**src/rtl/alu_pkg.sv**
```systemverilog
// alu_pkg
// Shared definitions for the ALU issue path:
//   - alu_op_t     : 4-bit ALU operation code. Bit3 inverts src1, bit2 inverts
//                    src2 and forces carry-in, bits[1:0] pick AND/OR/ADD/SLT.
//   - OP_* / FN_*  : MIPS opcode and R-type funct values understood here.
//   - issue_uop_t  : one decoded micro-op as it sits in the issue buffer.
//   - sign_ext16 / zero_ext16 : immediate widening helpers.
package alu_pkg;

  localparam int UOP_XLEN = 32;

  typedef enum logic [3:0] {
    ALU_AND = 4'b0000,
    ALU_OR  = 4'b0001,
    ALU_ADD = 4'b0010,
    ALU_SUB = 4'b0110,
    ALU_SLT = 4'b0111,
    ALU_NOR = 4'b1100
  } alu_op_t;

  localparam logic [5:0] OP_RTYPE = 6'h00;
  localparam logic [5:0] OP_BEQ   = 6'h04;
  localparam logic [5:0] OP_BNE   = 6'h05;
  localparam logic [5:0] OP_ADDI  = 6'h08;
  localparam logic [5:0] OP_ADDIU = 6'h09;
  localparam logic [5:0] OP_SLTI  = 6'h0A;
  localparam logic [5:0] OP_ANDI  = 6'h0C;
  localparam logic [5:0] OP_ORI   = 6'h0D;
  localparam logic [5:0] OP_LW    = 6'h23;
  localparam logic [5:0] OP_SW    = 6'h2B;

  localparam logic [5:0] FN_ADD  = 6'h20;
  localparam logic [5:0] FN_ADDU = 6'h21;
  localparam logic [5:0] FN_SUB  = 6'h22;
  localparam logic [5:0] FN_SUBU = 6'h23;
  localparam logic [5:0] FN_AND  = 6'h24;
  localparam logic [5:0] FN_OR   = 6'h25;
  localparam logic [5:0] FN_NOR  = 6'h27;
  localparam logic [5:0] FN_SLT  = 6'h2A;

  typedef struct packed {
    alu_op_t               alu_op;
    logic [UOP_XLEN-1:0]   src1;
    logic [UOP_XLEN-1:0]   src2;
    logic                  ovf_en;
    logic                  illegal;
  } issue_uop_t;

  function automatic logic [UOP_XLEN-1:0] sign_ext16(input logic [15:0] imm);
    return {{(UOP_XLEN-16){imm[15]}}, imm};
  endfunction

  function automatic logic [UOP_XLEN-1:0] zero_ext16(input logic [15:0] imm);
    return {{(UOP_XLEN-16){1'b0}}, imm};
  endfunction

endpackage

```
**src/rtl/alu_ctrl_decode.sv**
```systemverilog
// alu_ctrl_decode
// Purely combinational decode of a MIPS instruction into an issue micro-op.
// Ports:
//   opcode  : instruction[31:26]
//   funct   : instruction[5:0], only meaningful for R-type
//   imm16   : instruction[15:0]
//   rs_data : rs register value, always becomes src1
//   rt_data : rt register value, default src2
//   uop     : decoded micro-op {alu_op, src1, src2, ovf_en, illegal}
module alu_ctrl_decode
  import alu_pkg::*;
(
  input  logic [5:0]          opcode,
  input  logic [5:0]          funct,
  input  logic [15:0]         imm16,
  input  logic [UOP_XLEN-1:0] rs_data,
  input  logic [UOP_XLEN-1:0] rt_data,
  output issue_uop_t          uop
);

  // Start from the "undecodable" shape (ADD, src2 = rt, no trap) and let each
  // recognised encoding override only what differs. Unknown encodings keep
  // that shape with illegal set, so they still flow down the pipe and the
  // trap is raised where the op is consumed.
  always_comb begin
    uop         = '0;
    uop.alu_op  = ALU_ADD;
    uop.src1    = rs_data;
    uop.src2    = rt_data;
    uop.ovf_en  = 1'b0;
    uop.illegal = 1'b0;
    case (opcode)
      OP_RTYPE: begin
        case (funct)
          FN_ADD:  begin uop.alu_op = ALU_ADD; uop.ovf_en = 1'b1; end
          FN_ADDU: uop.alu_op = ALU_ADD;
          FN_SUB:  begin uop.alu_op = ALU_SUB; uop.ovf_en = 1'b1; end
          FN_SUBU: uop.alu_op = ALU_SUB;
          FN_AND:  uop.alu_op = ALU_AND;
          FN_OR:   uop.alu_op = ALU_OR;
          FN_NOR:  uop.alu_op = ALU_NOR;
          FN_SLT:  uop.alu_op = ALU_SLT;
          default: uop.illegal = 1'b1;
        endcase
      end
      OP_ADDI: begin
        uop.alu_op = ALU_ADD;
        uop.src2   = sign_ext16(imm16);
        uop.ovf_en = 1'b1;
      end
      OP_ADDIU, OP_LW, OP_SW: begin
        uop.alu_op = ALU_ADD;
        uop.src2   = sign_ext16(imm16);
      end
      OP_SLTI: begin
        uop.alu_op = ALU_SLT;
        uop.src2   = sign_ext16(imm16);
      end
      // Logical immediates are zero-extended, unlike the arithmetic ones.
      OP_ANDI: begin
        uop.alu_op = ALU_AND;
        uop.src2   = zero_ext16(imm16);
      end
      OP_ORI: begin
        uop.alu_op = ALU_OR;
        uop.src2   = zero_ext16(imm16);
      end
      // Branch compare: subtract rt from rs, result feeds the zero flag.
      OP_BEQ, OP_BNE: uop.alu_op = ALU_SUB;
      default: uop.illegal = 1'b1;
    endcase
  end

endmodule

```
**src/rtl/alu_issue_buffer.sv**
```systemverilog
// alu_issue_buffer
// Decodes incoming instructions and queues the resulting micro-ops in a
// DEPTH-entry FIFO feeding the combinational ALU.
// Ports:
//   clk, rst            : clock, asynchronous active-high reset
//   in_valid / in_ready : upstream handshake (in_ready is registered !full)
//   opcode, funct, imm16, rs_data, rt_data : instruction fields and operands
//   flush               : drop everything queued plus this cycle's input
//   out_valid / out_ready : downstream handshake on the head entry
//   alu_op, alu_src1, alu_src2, ovf_en, illegal : head micro-op, zero when empty
// XLEN must match alu_pkg::UOP_XLEN, since the queued struct is sized by it.
module alu_issue_buffer
  import alu_pkg::*;
#(
  parameter int DEPTH = 2,
  parameter int XLEN  = UOP_XLEN
) (
  input  logic            clk,
  input  logic            rst,
  input  logic            in_valid,
  output logic            in_ready,
  input  logic [5:0]      opcode,
  input  logic [5:0]      funct,
  input  logic [15:0]     imm16,
  input  logic [XLEN-1:0] rs_data,
  input  logic [XLEN-1:0] rt_data,
  input  logic            flush,
  output logic            out_valid,
  input  logic            out_ready,
  output logic [3:0]      alu_op,
  output logic [XLEN-1:0] alu_src1,
  output logic [XLEN-1:0] alu_src2,
  output logic            ovf_en,
  output logic            illegal
);

  localparam int         PW         = $clog2(DEPTH);
  localparam logic [PW:0] FULL_COUNT = (PW+1)'(DEPTH);

  issue_uop_t     dec_uop;
  issue_uop_t     mem [DEPTH];
  issue_uop_t     head;
  logic [PW-1:0]  wr_ptr;
  logic [PW-1:0]  rd_ptr;
  logic [PW:0]    count;
  logic [PW:0]    count_next;
  logic           push;
  logic           pop;

  alu_ctrl_decode u_decode (
    .opcode  (opcode),
    .funct   (funct),
    .imm16   (imm16),
    .rs_data (rs_data),
    .rt_data (rt_data),
    .uop     (dec_uop)
  );

  assign push      = in_valid && in_ready && !flush;
  assign pop       = out_valid && out_ready;
  assign out_valid = (count != '0);

  // Occupancy after this cycle's push/pop; a simultaneous push and pop
  // leaves it unchanged. Used both for count and the registered in_ready.
  always_comb begin
    count_next = count;
    case ({push, pop})
      2'b10:   count_next = count + (PW+1)'(1);
      2'b01:   count_next = count - (PW+1)'(1);
      default: count_next = count;
    endcase
  end

  // Pointer/count/ready state. Flush wins over any push or pop in the same
  // cycle; the head popped during a flush cycle is still taken downstream,
  // we simply forget everything afterwards. in_ready is kept as a flop so
  // the upstream stage sees a clean registered signal.
  always_ff @(posedge clk or posedge rst) begin
    if (rst) begin
      wr_ptr   <= '0;
      rd_ptr   <= '0;
      count    <= '0;
      in_ready <= 1'b1;
    end else if (flush) begin
      wr_ptr   <= '0;
      rd_ptr   <= '0;
      count    <= '0;
      in_ready <= 1'b1;
    end else begin
      if (push) wr_ptr <= wr_ptr + PW'(1);
      if (pop)  rd_ptr <= rd_ptr + PW'(1);
      count    <= count_next;
      in_ready <= (count_next != FULL_COUNT);
    end
  end

  // Entry storage carries no reset; validity is tracked purely by count.
  always_ff @(posedge clk) begin
    if (push) mem[wr_ptr] <= dec_uop;
  end

  // Head outputs are forced to zero whenever the buffer is empty so the ALU
  // never sees stale operands from an already-consumed entry.
  assign head     = mem[rd_ptr];
  assign alu_op   = out_valid ? 4'(head.alu_op) : 4'b0;
  assign alu_src1 = out_valid ? head.src1 : '0;
  assign alu_src2 = out_valid ? head.src2 : '0;
  assign ovf_en   = out_valid && head.ovf_en;
  assign illegal  = out_valid && head.illegal;

endmodule

```
**config.mk**
```make
export PLATFORM = sky130hd
export DESIGN_NAME = alu_issue_buffer
export DESIGN_NICKNAME = d
export VERILOG_FILES = /design/src/rtl/alu_pkg.sv /design/src/rtl/alu_ctrl_decode.sv /design/src/rtl/alu_issue_buffer.sv
export SDC_FILE = /design/constraint.sdc
export NUM_CORES = 1
export LEC_CHECK = 0
export BUFFER_PORTS_ARGS = -buffer_cell sky130_fd_sc_hd__buf_4
export CAP_MARGIN = 0
export CORE_MARGIN = 3
export CORE_UTILIZATION = 52
export DETAILED_ROUTE_END_ITERATION = 16
export GPL_ROUTABILITY_DRIVEN = 0
export HOLD_SLACK_MARGIN = 0.08
export PLACE_DENSITY = 0.77
export RECOVER_POWER = 50
export SYNTH_ARGS = -nofsm -noshare
export SYNTH_HDL_FRONTEND = slang
export SYNTH_SLANG_ARGS = --single-unit
```
**constraint.sdc**
```tcl
create_clock -name clk -period 5.6 [get_ports clk]
set_input_delay 0.84 -clock clk [delete_from_list [all_inputs] [get_ports clk]]
set_output_delay 0.84 -clock clk [all_outputs]
set_load 0.05 [all_outputs]
```
# Yosys cells after proc, flatten, opt, wreduce, memory -nomap -nowiden
# Memories as Yosys holds them, arrays and structs flattened.
# Cells that the tools add are included.
[op_classes]
n_eq_ne = 20
n_reduce_logical = 17
mux = 19
add_sub_neg = 4
[ops]
columns = ["cell", "count"]
rows = [
  ["2-to-1 mux 32 bit", 2],
  ["one-hot mux 32 bit (2 select lines)", 1],
  ["equality test 6 bit, second input constant", 10],
  ["one-hot mux 4 bit (5 select lines)", 2],
  ["equality test 6 x 4 -> 1 bit, second input constant", 5],
  ["equality test 6 x 3 -> 1 bit, second input constant", 2],
  ["2-to-1 mux 1 bit", 9],
  ["OR reduction 9 bit", 1],
  ["OR reduction 2 bit", 4],
  ["OR reduction 8 bit", 1],
  ["logical NOT 6 bit", 1],
  ["nonzero test 2 bit", 3],
  ["logical AND 1 bit", 5],
  ["OR reduction 5 bit", 1],
  ["2-to-1 mux 4 bit", 1],
  ["one-hot mux 1 bit (2 select lines)", 2],
  ["one-hot mux 2 bit (2 select lines)", 1],
  ["adder 1 bit, second input constant", 2],
  ["adder 2 x 1 -> 2 bit, second input constant", 1],
  ["equality test 2 x 1 -> 1 bit, second input constant", 1],
  ["equality test 2 bit, second input constant", 1],
  ["2-to-1 mux 2 bit", 1],
  ["inequality test 2 bit, second input constant", 1],
  ["subtractor 2 x 1 -> 2 bit, second input constant", 1],
  ["logical NOT 1 bit", 1],
]
[totals]
n_memories = 1
ram_bits = 140
inputBits = 97
wordCells = 65
reg_bits = 5
[memory_table]
columns = ["memory", "depth", "word_bits", "read_ports", "rd_clocked_by_memory_dff", "write_ports", "line", "source"]
rows = [
  ["mem", 2, 70, 1, 0, 1, "alu_issue_buffer.sv:41", "issue_uop_t mem [DEPTH];"],
]

# Logic depth before layout (Yosys ltp)
# Gate-level depths: netlist (run 1).
[depth]
word_depth = 6
ltp_mapped = 8
depth_no_buf = 8

# Hierarchy
# Synthesis (run 1) repeated with hierarchy kept, for this count alone.
[unflattened]
cells_unflattened = 442
hier_area_um2 = 6453.7
[modules_own_cells]
columns = ["module", "area_per_inst_um2", "cells_per_inst", "seq_area_each_um2", "n_inst"]
rows = [
  ["alu_issue_buffer", 5530.3, 325, 4330.4, 1],
  ["alu_ctrl_decode", 923.4, 117, 0.0, 1],
]

# Worst setup path after synthesis (run 1)
# Ideal clock, no wire load.
[synth_path]
path_type = "input-to-reg"
start = "in in_valid"
end = "mem mem[0][0] in the netlist's numbering (enable)"
path_slack_ns = 0.956
n_path_buf = 0
required_time_ns = 5.102
arrival_ns = 4.145
cell_stages = 3
setup_time_ns = 0.498
cell_sequence = "nand2_1 > or2_2 > nor2_1"
[synth_between]
elab_chain_cells = 4
[synth_lines]
columns = ["element", "line", "source"]
rows = [
  ["start, declared", "alu_issue_buffer.sv:20", "input logic in_valid,"],
  ["logical AND 1 bit (2 in a row)", "alu_issue_buffer.sv:59", "assign push = in_valid && in_ready && !flush;"],
  ["2-to-1 mux 1 bit", "alu_issue_buffer.sv:99", "if (push) mem[wr_ptr] <= dec_uop;"],
  ["2-to-1 mux 1 bit (not written as such)", "alu_issue_buffer.sv:99", ""],
  ["end, declared", "alu_issue_buffer.sv:41", ""],
]
# Every way passes these cells.

# Worst setup path in the final report (run 1)
[layout_path]
start = "reg rd_ptr"
end = "out ovf_en"
[layout_between]
elab_chain_cells = 2
[layout_lines]
columns = ["element", "line", "source"]
rows = [
  ["start, declared", "alu_issue_buffer.sv:44", "logic [PW-1:0] rd_ptr;"],
  ["start signal, assigned", "alu_issue_buffer.sv:91", "if (pop) rd_ptr <= rd_ptr + PW'(1);"],
  ["memory read (2 x 70 bit)", "n/a", ""],
  ["logical AND 1 bit", "alu_issue_buffer.sv:108", "assign ovf_en = out_valid && head.ovf_en;"],
  ["end, declared", "alu_issue_buffer.sv:33", "output logic ovf_en,"],
]
# Every way passes these cells.

==> results of run 1 <==
area by class of cell:
cell class,instances,area (µm²)
Multi-Input combinational cell,231,1670
Clock buffer,17,425
Clock inverter,15,144
Fill cell,831,3490
Sequential cell,145,4330
Tap cell,143,179
Inverter,5,18.8
Timing Repair Buffer,172,1250
kinds of logic after synthesis:
| logic type | synth area share, % |
|---|---|
| AOI/OAI and AO/OA | 3.46 |
| xor gates and xnor gates | 0.708 |
| adders and majority gates | 0.202 |
| buffers and inverters | 2.45 |
| DFF | 70.0 |
| muxes | 15.6 |
| and+or+nand+nor | 7.55 |
how the worst max path moves through the flow:
stage	start	endpoint	slack, ns	depth (start not counted)
2_1_floorplan	in_valid	mem[0][0]	0.96	3
3_3_place_gp	in_valid	mem[1][58]	2.45	5
3_5_place_dp	in_valid	mem[0][11]	2.39	5
4_1_cts	rd_ptr	ovf_en	2.24	4
5_1_grt	rd_ptr	alu_src2[26]	2.12	4
6_report	rd_ptr	ovf_en	2.27	4
cells in the final DEF, fill, tap and decap left out, drive strengths merged, types with 6 or more instances in the layout:
master,synthesis,layout
inv,5,6
clkbuf,8,52
nor2,84,84
nand2,6,6
clkinvlp,0,6
mux2,16,16
clkinv,0,6
a21o,17,17
edfxtp,140,140
buf,15,137
mux2i,73,73
sequential cells by signal, summed over array words and instances (netlist names):
name      flops
count         2
mem         140
in_ready      1
rd_ptr        1
wr_ptr        1
power breakdown:
part | internal [mW] | switching (mW)
combinational | 0.500 | 1.17
clock | 0.649 | 0.419
sequential | 1.30 | 0.0636
total | 2.45 | 1.65
worst max-delay path: stages, from the launching register on:
cell	delay [ns]
dfrtp_4	0.74
buf_4	0.69
mux2i_1	0.30
nor2_1	0.06
buf_4	0.23
routing by layer:
| metal | track usage [%] | wire (µm) | vias up |
|---|---|---|---|
| li1 | - | - | 1831 |
| met1 | 23.9 | 5110 | 1831 |
| met2 | 32.1 | 6340 | 136 |
| met3 | 6.05 | 900 | 13 |
| met4 | 6.81 | 123 | 0 |
| met5 | 0 | 0 | - |
per-stage QoR:
| stage | area, µm² | std cells | setup WS (ns) | hold WS, ns | power [mW] |
|---|---|---|---|---|---|
| after floorplan | 6180 | 404 | 0.956 | 0.522 | 2.58 |
| after global placement | 7550 | 696 | 2.45 | 0.622 | 3.06 |
| after detailed placement | 7550 | 696 | 2.39 | 0.624 | 3.08 |
| after CTS | 8120 | 728 | 2.24 | 0.319 | 4.15 |
| after global routing | 8020 | 728 | 2.12 | 0.332 | 4.28 |
| final | 8020 | 728 | 2.27 | 0.334 | 4.10 |
==> results.py, run 1 <==
metrics = {
    "status": {
        "status": "completed",
    },
    "timing": {
        "hold_viol": 0,
        "final_max_slew_viol_count": 0,
        "rsz0062_at_grt": "false",
        "finClkSkew_ns": 0.00597,
        "period_needed_ns": 3.33,
        "max_freq_mhz": 300,
        "setup_viol": 0,
        "setup_tns_ns": 0,
        "tightest_slew_ns": 1.26,
        "fin_crit_sh_pct": 59.5,
        "slew_headroom_pct": 15.9,
    },
    "drt": {
        "ant_nets": 0,
        "drcViolationCount": 0,
        "detail_route.first_pass.iterations": 4,
        "routed-via-count": 3811,
        "drt-total-wl_mm": 12.5,
        "drt_iter0_drc": 239,
        "wl_per_cell_um": 17.1,
        "vias_per_cell": 5.23,
    },
    "clock_tree": {
        "clock_latency_ns": 0.41,
        "clockBufferDepth": 2,
        "htree_num_levels": 4,
        "cts_resized": 0,
        "numCtsBuffers": 17,
        "cts_tree": "yes",
        "root_buffer": "clkbuf_16",
        "clk_pin_slew_ns": 0.06,
        "cts.sinks": 145,
        "hold_buffers": 0,
        "post-cts-setup-buffer-count": 0,
    },
    "die": {
        "die-area_um2": 13200,
        "start_util_pct": 53.7,
        "die_h_um": 115,
        "die_w_um": 115,
        "core-area_um2": 11500,
        "rows": 39,
        "pin_count": 169,
    },
    "global_route": {
        "grt_pass1_vias": 3877,
        "grt.overflow.total": 0,
        "grt_pass1_wl_mm": 19.2,
        "antenna_found_initial": 0,
        "grt_max_degree": 45,
        "grt_usage_pct": 19.3,
    },
    "critical_path": {
        "cp-start-kind": "flop",
        "regToRegStartpoint": "in_ready",
        "crit_fanout": 44,
        "crit_type": "flop to output pin",
        "r2r_slack_ns": 2.85,
        "rr_worst_depth": 4,
        "worstPathRequired_ns": 4.76,
        "reg2reg_to": "mem[0][16]",
        "arrival_ns": 2.49,
        "end_kind": "output pin",
    },
    "power": {
        "leakagePower_nw": 3.06,
        "power.density_nw_per_um2": 511,
        "peakVddDrop_mv": 0.323,
    },
    "yosys": {
        "synth_cells": 404,
        "ys_seq_elements": 145,
        "syn_nets": 502,
        "synth_top_area_share_pct": 68.0,
        "async_flop_share_pct": 3.45,
        "synth_seq_area_share_pct": 70.0,
        "post-synth-top-count-cell": "edfxtp_1",
        "synth_top_cell_by_area": "edfxtp_1",
        "synth.area.top_cells": "edfxtp_1 68%, mux2i_1 12%, nor2_1 5.1%, mux2_4 3.4%, a21o_1 2.1%",
        "postSynth.topFlopCell": "edfxtp_1",
        "ys_warn_count": 0,
        "syn_area_per_cell_um2": 15.3,
        "ys_top_cells_by_count": "140 x edfxtp_1, 84 x nor2_1, 73 x mux2i_1",
        "synth_area_um2": 6180,
        "synth_edf_count": 140,
        "synth_cell_types": 39,
    },
    "cells_and_area": {
        "diodes": 0,
        "final_core_util_pct": 69.7,
        "syn_to_final_growth_pct": 29.8,
        "nets": 670,
        "drive_above_1_share_pct": 33.8,
    },
    "worst_hold_path": {
        "min_path_type": "input port to async pin",
    },
    "place": {
        "post-dp-hpwl_mm": 8.25,
        "port_buffers": 168,
    },
    "job": {
        "max-cap-violations": 0,
    },
}
No activity file was read; power rests on OpenSTA's default activity.
==> run 2: changes to the inputs <==
- ABC_AREA: not set -> 1
- CORE_UTILIZATION: 52 -> 47
- PLACE_DENSITY: 0.77 -> 0.74
- clock period: 5.6 -> 2.7 ns (I/O delays scaled with it)
==> run 2 against run 1 <==
Clock skew about the same. Global-route usage up 1.1 points. Combinational power up 100%. Cell count up 24%. Register-to-register slack worse by 2.6 ns. Clock power up 100%. Die area up 11%. Power up 100%. Flip-flop and latch count unchanged. Critical endpoint is now mem[1][7].
==> results.py, run 2 <==
metrics = {
    "place": {
        "post-dp-hpwl_mm": 9.77,
        "place_area_um2": 7700,
        "port_buffers": 168,
        "dpl_worst_slack_ns": 0.636,
    },
    "global_route": {
        "antenna_found_initial": 0,
        "grt_util_met2_pct": 34.2,
        "grt_max_degree": 73,
        "globalRouteMet3Util_pct": 5.83,
        "use_met1_pct": 25.6,
        "grt_usage_pct": 20.4,
        "grt_pass1_vias": 4657,
        "grt.overflow.total": 0,
        "grt.busiest_layer": "met2",
        "grt_pass1_wl_mm": 23.1,
    },
    "drt": {
        "routed-via-count": 4716,
        "drt_iter0_drc": 438,
        "detail_route.first_pass.iterations": 5,
        "drcViolationCount": 0,
        "drt-total-wl_mm": 14.8,
        "ant_nets": 0,
        "vias_per_cell": 5.22,
        "wl_per_cell_um": 16.4,
    },
    "clock_tree": {
        "cts_tree": "yes",
        "cts.sinks": 145,
        "cts_resized": 0,
        "root_buffer": "clkbuf_16",
        "clock_latency_ns": 0.40,
        "clockBufferDepth": 2,
        "post-cts-setup-buffer-count": 0,
        "hold_buffers": 1,
        "numCtsBuffers": 17,
        "htree_num_levels": 4,
        "clk_pin_slew_ns": 0.06,
    },
    "cells_and_area": {
        "nets": 818,
        "fillers": 1021,
        "diodes": 0,
        "final_core_util_pct": 63.7,
        "largest_reg_flops": 140,
        "regArea_um2": 4330,
        "final_common_cell": "nand2_1",
        "top_regs": "mem: 140 flops, count: 2 flops",
        "multi_input_area_um2": 1650,
        "final_cell_mix": "206 x nand2_1, 140 x edfxtp_1, 139 x buf_4",
        "postLayoutCellArea_um2": 8130,
        "regMostFlops": "mem",
        "drive_above_1_share_pct": 27.9,
        "syn_to_final_growth_pct": 30.7,
    },
    "yosys": {
        "syn_area_per_cell_um2": 11.2,
        "synth_top_area_share_pct": 67.6,
        "synth_edf_count": 140,
        "synth_seq_area_share_pct": 69.6,
        "ys_top_cells_by_count": "196 x nand2_1, 140 x edfxtp_1, 71 x a21oi_1",
        "synth_cells": 555,
        "post-synth-top-count-cell": "nand2_1",
        "synth_area_um2": 6220,
        "async_flop_share_pct": 3.45,
        "synth_top_cell_by_area": "edfxtp_1",
        "ys_warn_count": 0,
        "synth_cell_types": 28,
        "syn_nets": 653,
        "postSynth.topFlopCell": "edfxtp_1",
        "synth.area.top_cells": "edfxtp_1 68%, nand2_1 12%, a21oi_1 5.7%, nand4_1 3.6%, clkbuf_1 1.6%",
        "ys_seq_elements": 145,
    },
    "job": {
        "max-cap-violations": 0,
    },
    "critical_path": {
        "arrival_ns": 2.49,
        "crit_fanout": 38,
        "end_kind": "flop",
        "cp-start-kind": "flop",
        "worstPathRequired_ns": 2.72,
        "crit_type": "flop to flop",
    },
    "power": {
        "pwr-share-clk_pct": 26.2,
        "power.share.combinational_pct": 40.8,
        "power_switching_mw": 3.38,
        "peakVddDrop_mv": 0.425,
        "leakagePower_nw": 3.38,
        "p_int_mw": 4.89,
        "switching_share_pct": 40.9,
        "pwr-share-seq_pct": 32.9,
        "power.density_nw_per_um2": 1020,
    },
    "status": {
        "status": "completed",
    },
    "timing": {
        "fin_crit_sh_pct": 91.2,
        "period_needed_ns": 2.46,
        "finClkSkew_ns": 0.00609,
        "hold_viol": 0,
        "holdWs_ns": 0.171,
        "rsz0062_at_grt": "false",
        "slew_headroom_pct": 30.6,
        "max_freq_mhz": 406,
        "setup_tns_ns": 0,
        "setup_viol": 0,
        "final.setup.worst_slack_ns": 0.237,
        "final_max_slew_viol_count": 0,
        "tightest_slew_ns": 1.04,
    },
    "die": {
        "die_w_um": 121,
        "pin_count": 169,
        "die-area_um2": 14700,
        "core-area_um2": 12800,
        "die_h_um": 121,
        "rows": 41,
        "start_util_pct": 48.7,
    },
    "worst_hold_path": {
        "min_path_type": "input port to flop",
    },
}
[run 2: path summary, 6_finish.rpt]
kind,start,to,slack (ns),cells after the start
max,in_ready,mem[1][7],0.24,3
min,flush,count[0],0.17,2
max reg2reg,in_ready,mem[1][7],0.24,3
min reg2reg,wr_ptr,wr_ptr,0.61,1
max in group asynchronous,rst,in_ready,1.99,3
min in group asynchronous,rst,wr_ptr,0.47,3
[run 2: layer usage]
| metal | routed length, µm | up-vias |
|---|---|---|
| met4 | 157 | 0 |
| met1 | 6070 | 2231 |
| li1 | - | 2276 |
| met5 | 0 | - |
| met2 | 7420 | 193 |
| met3 | 1140 | 16 |
[run 2: worst max-delay path, stage by stage (launching register included)]
cell and delay (ns):
dfstp_1 0.55, nand3_1 0.22, nor2_4 0.43, clkbuf_2 0.87
[run 2: metrics by stage]
stage | std cells | power, mW
final | 903 | 8.27
after global routing | 903 | 8.62
after CTS | 903 | 8.36
after detailed placement | 872 | 6.19
after global placement | 872 | 6.15
after floorplan | 555 | 5.03
[run 2: area by class of cell]
class	count	share of cell area (%)
Clock inverter	12	1.48
Timing Repair Buffer	179	16.2
Inverter	19	0.877
Multi-Input combinational cell	358	20.3
Clock buffer	18	5.28
Tap cell	172	2.65
Sequential cell	145	53.3
[run 2: cell families (layout without fill, tap and decap cells)]
group | after synthesis | count (layout) | share of synthesized area (%)
simple gates | 279 | 279 | 20.3
flops | 145 | 145 | 69.6
compound gates | 77 | 77 | 6.32
buf+inv | 52 | 228 | 3.46
fa+ha+maj | 1 | 1 | 0.201
xor+xnor | 1 | 1 | 0.141
[run 2: power by group through the flow]
stage | Clock (mW) | Combinational (mW) | Sequential (mW)
2_1_floorplan | 0 | 2.27 | 2.77
6_report | 2.17 | 3.38 | 2.72
5_1_grt | 2.32 | 3.57 | 2.74
4_1_cts | 2.20 | 3.43 | 2.72
3_5_place_dp | 0 | 3.42 | 2.77
3_3_place_gp | 0 | 3.39 | 2.76
